<file path="config.mk">
export PLATFORM = sky130hd
export DESIGN_NAME = fetch_decode_unit
export DESIGN_NICKNAME = d
export VERILOG_FILES = /design/src/rtl/fetch_decode_unit.sv
export SDC_FILE = /design/constraint.sdc
export NUM_CORES = 1
export LEC_CHECK = 0
export CORE_ASPECT_RATIO = 1.5
export CORE_MARGIN = 8
export CORE_UTILIZATION = 33
export CTS_BUF_LIST = sky130_fd_sc_hd__clkbuf_4
export DETAILED_ROUTE_END_ITERATION = 16
export GPL_ROUTABILITY_DRIVEN = 1
export HOLD_SLACK_MARGIN = 0.05
export PLACE_DENSITY_LB_ADDON = 0.05
export SLEW_MARGIN = 20
export SYNTH_ARGS = -nofsm -noshare
export SYNTH_HDL_FRONTEND = slang
export SYNTH_SLANG_ARGS = --single-unit
</file>
<file path="constraint.sdc">
create_clock -name clk -period 1.8 [get_ports clk]
set_input_delay 0.18 -clock clk [delete_from_list [all_inputs] [get_ports clk]]
set_output_delay 0.18 -clock clk [all_outputs]
set_load 0.03 [all_outputs]
</file>
<file path="src/rtl/fetch_decode_unit.sv">
// Fetch/decode front end: program counter register, PC+PC_INC incrementer and the
// combinational main control unit of the 5-stage ARM-subset pipeline.
module fetch_decode_unit #(
    parameter logic [31:0] PC_RESET = 32'h0000_0000,
    parameter int unsigned PC_INC   = 4
) (
    input  logic        clk,
    input  logic        Reset,
    input  logic        E,
    input  logic [31:0] pc_in,
    output logic [31:0] pc_out,
    output logic [31:0] pc_plus4,
    input  logic [31:0] instruction,
    output logic        rf_en,
    output logic [3:0]  alu_op,
    output logic        Load,
    output logic        branch_link,
    output logic        s_bit,
    output logic        rw,
    output logic        size,
    output logic        datamem_en
);

    typedef enum logic [3:0] {
        OP_AND = 4'b0000, OP_EOR = 4'b0001, OP_SUB = 4'b0010, OP_RSB = 4'b0011,
        OP_ADD = 4'b0100, OP_ADC = 4'b0101, OP_SBC = 4'b0110, OP_RSC = 4'b0111,
        OP_TST = 4'b1000, OP_TEQ = 4'b1001, OP_CMP = 4'b1010, OP_CMN = 4'b1011,
        OP_ORR = 4'b1100, OP_MOV = 4'b1101, OP_BIC = 4'b1110, OP_MVN = 4'b1111
    } dp_op_t;

    typedef enum logic [3:0] {
        ALU_ADD = 4'b0000, ALU_ADC = 4'b0001, ALU_SUB = 4'b0010, ALU_SBC = 4'b0011,
        ALU_RSB = 4'b0100, ALU_RSC = 4'b0101, ALU_AND = 4'b0110, ALU_ORR = 4'b0111,
        ALU_EOR = 4'b1000, ALU_MOV = 4'b1010, ALU_MVN = 4'b1011, ALU_BIC = 4'b1100
    } alu_code_t;

    dp_op_t dp_op;

    always_ff @(posedge clk or posedge Reset) begin
        if (Reset)
            pc_out <= PC_RESET;
        else if (E)
            pc_out <= pc_in;
    end

    assign pc_plus4 = pc_out + 32'(PC_INC);

    assign dp_op = dp_op_t'(instruction[24:21]);

    always_comb begin
        rf_en       = 1'b0;
        alu_op      = '0;
        Load        = 1'b0;
        branch_link = 1'b0;
        s_bit       = 1'b0;
        rw          = 1'b0;
        size        = 1'b0;
        datamem_en  = 1'b0;
        // The all-zero word would otherwise decode as ANDEQ r0,r0,r0; it is the pipeline NOP.
        if (instruction != '0) begin
            case (instruction[27:26])
                2'b00: begin
                    s_bit = instruction[20];
                    rf_en = (instruction[24:23] != 2'b10);
                    case (dp_op)
                        OP_AND, OP_TST: alu_op = ALU_AND;
                        OP_EOR, OP_TEQ: alu_op = ALU_EOR;
                        OP_SUB, OP_CMP: alu_op = ALU_SUB;
                        OP_RSB:         alu_op = ALU_RSB;
                        OP_ADD, OP_CMN: alu_op = ALU_ADD;
                        OP_ADC:         alu_op = ALU_ADC;
                        OP_SBC:         alu_op = ALU_SBC;
                        OP_RSC:         alu_op = ALU_RSC;
                        OP_ORR:         alu_op = ALU_ORR;
                        OP_MOV:         alu_op = ALU_MOV;
                        OP_BIC:         alu_op = ALU_BIC;
                        OP_MVN:         alu_op = ALU_MVN;
                        default:        alu_op = '0;
                    endcase
                end
                2'b01: begin
                    datamem_en = 1'b1;
                    Load       = instruction[20];
                    rf_en      = instruction[20];
                    rw         = ~instruction[20];
                    size       = instruction[22];
                    alu_op     = instruction[23] ? ALU_ADD : ALU_SUB;
                end
                2'b10: begin
                    if (instruction[25]) begin
                        branch_link = instruction[24];
                        rf_en       = instruction[24];
                        alu_op      = ALU_ADD;
                    end
                end
                default: ;
            endcase
        end
    end

endmodule

</file>
==> results.toml <==
[cts]
cts_htree_levels = 2
clock_path_buffers = 2
clock_latency_ns = 0.33
root_buffer = "clkbuf_4"
cts_buffers = 5
clock_sinks = 32
cts_tree = "yes"
hold_buffers = 0
clk_pin_slew_ns = 0.11

[setup_path]
r2r_start = "pc_out[2]"
rr_worst_depth = 5
r2r_setup_slack_ns = 0.70
start_kind = "flop"
endpoint = "pc_plus4[31]"
cp_max_fo = 2
required_ns = 1.62
cp-startpoint = "pc_out[17]"
worst_setup_path_end_kind = "output port"
arrival_ns = 2.17
r2r-end = "pc_out[2]"
crit_type = "flop to output port"

[yosys]
synth_ff_type = "dfrtp_1"
syn_area_um2 = 2090
muxShareOfSynthArea_pct = 16.6
ys_seq_area_share_pct = 38.3
yosys.area.top_type_share_pct = 38.3
synthTopCellsByArea = "dfrtp_1 (38%), mux2_2 (16%), xnor2_1 (7.1%)"
syn_avg_cell_area_um2 = 10.1
synth_edf_count = 0
synth_xor_xnor_area_share_pct = 12.1
syn-num-nets = 280
ys_async_sr_fraction_pct = 100
yosys.area.top_type = "dfrtp_1"
ys_warn_count = 0
ys_ff_latch = 32
synth_cell_types = 38
synth_compound_area_share_pct = 3.41
synth_top_family_by_area = "simple AND/OR/NAND/NOR gates"
synthCells = 207
synthAdderAreaFrac_pct = 3.59
synthSimpleGateAreaFrac_pct = 22.8

[floorplan]
die_width_um = 81.0
io_pins = 142
dieArea_um2 = 9200
start_util_pct = 34.1
fp.dieH_um = 114
rows = 35
core-area_um2 = 6130

[sta]
max_freq_ghz = 0.425
finalSetupViolations = 25
setup_ws_ns = -0.552
fin_skew_ns = 0
hold_viol = 0
relSlewSlack_pct = 70.8
worst_pin_slew_ns = 0.437
tns_ns = -7.36
maxSlewViolCount = 0
rsz0062_at_grt = "true"
period_share_pct = 131
period_minus_slack_ns = 2.35

[power_and_ir_drop]
power.ir.vdd_worst_uv = 402
comb_power_share_pct = 52.0
p_seq_share_pct = 32.0
p_per_area_nw_per_um2 = 556
internal_power_mw = 1.63
clockPowerShare_pct = 16.0
p_switching_mw = 1.04
switching_share_pct = 38.9
p_leak_nw = 2.23

[cells_and_area]
diodes = 0
final_common_cell = "buf_4"
seq_area_um2 = 820
design_area_um2 = 4790
utilization_pct = 78.2
nets = 501
multi_input_area_um2 = 1710
reg_top3 = "pc_out x32"
layout-drive-gt1-share_pct = 55.7
n_fill_cell = 425
area_growth_pct = 129
top_register = "pc_out"
layout.cells.non_filler = 503
largest_register_ffs = 32
layout_common_cells = "buf_4 (83), clkdlybuf4s50_1 (70), buf_6 (32), mux2_2 (30), dlymetal6s2s_1 (18)"

[global_route]
grt_use_total_pct = 18.2
overflow = 0
grt_pass1_wl_um = 13300
grt_pass1_vias = 2722
antenna_found_initial = 0
grt_max_degree = 36

[placement]
dp.cells = 477
gp_congestion = 0.847
preCtsSetupSlack_ns = -0.794
port_buffers = 141
hpwl_um = 6600
dpl_cell_area_um2 = 4110

[detailed_routing]
drc = 0
drtPass1Iterations = 4
viasPerCell = 4.93
routed_wl_um = 9000
first_iter_violations = 47
ant_nets = 0
wire_per_inst_um = 17.9
vias = 2481

[run_status]
violations = "setup timing"
status = "complete, but fails checks"

[worst_hold_path]
hold_path_class = "input pin to asynchronous set/reset pin"

[job]
max-cap-violations = 0
[metrics by stage]
stage / power, mW / hold WS (ns)
after floorplan: 1.50 / 0.295
after global placement: 2.15 / 0.512
after detailed placement: 2.16 / 0.523
after CTS: 2.64 / 0.221
after global routing: 2.80 / 0.246
final: 2.67 / 0.219
[metal layers]
layer | part of all wire, % | global-route usage (%)
met5 | 0 | 0
met4 | 0.97 | 4.31
met3 | 6.8 | 5.67
met2 | 58 | 34.6
met1 | 34 | 18.3
[cells by family (layout without fill, tap and decap cells)]
logic type / Yosys count / count (layout)
buffers and inverters: 16 / 238
AO/OA/AOI/OAI: 11 / 11
AND/OR/NAND/NOR: 83 / 83
adder cells (fa/ha/maj): 6 / 6
flip-flops: 32 / 32
XOR/XNOR: 28 / 28
multiplexers: 31 / 31
[Yosys cell counts, types with 5 or more instances]
| library cell | count |
|---|---|
| clkbuf_1 | 5 |
| xor2_1 | 10 |
| xnor2_1 | 17 |
| mux2_2 | 30 |
| nor4_1 | 10 |
| ha_1 | 6 |
| nand2_1 | 14 |
| nand3_1 | 11 |
| nor3_1 | 7 |
| inv_1 | 7 |
| nand4_1 | 8 |
| dfrtp_1 | 32 |
| nor2_1 | 11 |
[power by group through the flow]
stage	sequential (mW)	clock [mW]	combinational, mW
4_1_cts	0.853	0.442	1.35
6_report	0.854	0.425	1.39
3_5_place_dp	0.866	0	1.29
5_1_grt	0.862	0.468	1.46
2_1_floorplan	1.06	0	0.441
3_3_place_gp	0.863	0	1.29
[area by class of cell]
| cell class | count | share of cell area, % |
|---|---|---|
| clock buffer | 6 | 0.939 |
| clock inverter | 2 | 0.235 |
| timing repair buffer | 223 | 43.6 |
| inverter | 7 | 0.548 |
| sequential | 32 | 17.1 |
| multi-input combinational | 159 | 35.7 |
| tap | 74 | 1.93 |
[worst min path at each step]
stage                    from          to  slack (ns)
finish                  Reset  pc_out[19]        0.22
floorplan               Reset   pc_out[0]        0.30
detailed placement  pc_out[0]   pc_out[0]        0.52
CTS                     Reset  pc_out[19]        0.22
global placement    pc_out[0]   pc_out[0]        0.51
global route            Reset  pc_out[19]        0.25
[repair_timing]
action                     CTS  global route
pin swaps                   28            42
cloned                       0             1
resized for setup           93            75
setup endpoints to repair   34            39
buffers inserted            13             9
[critical path, stage by stage (launching register included)]
cell and delay (ns):
dfrtp_2 0.38, nand2_2 0.08, or4_4 0.54, or4b_4 0.54
xnor2_4 0.15, buf_6 0.15
(Power assumes the default switching activity.)
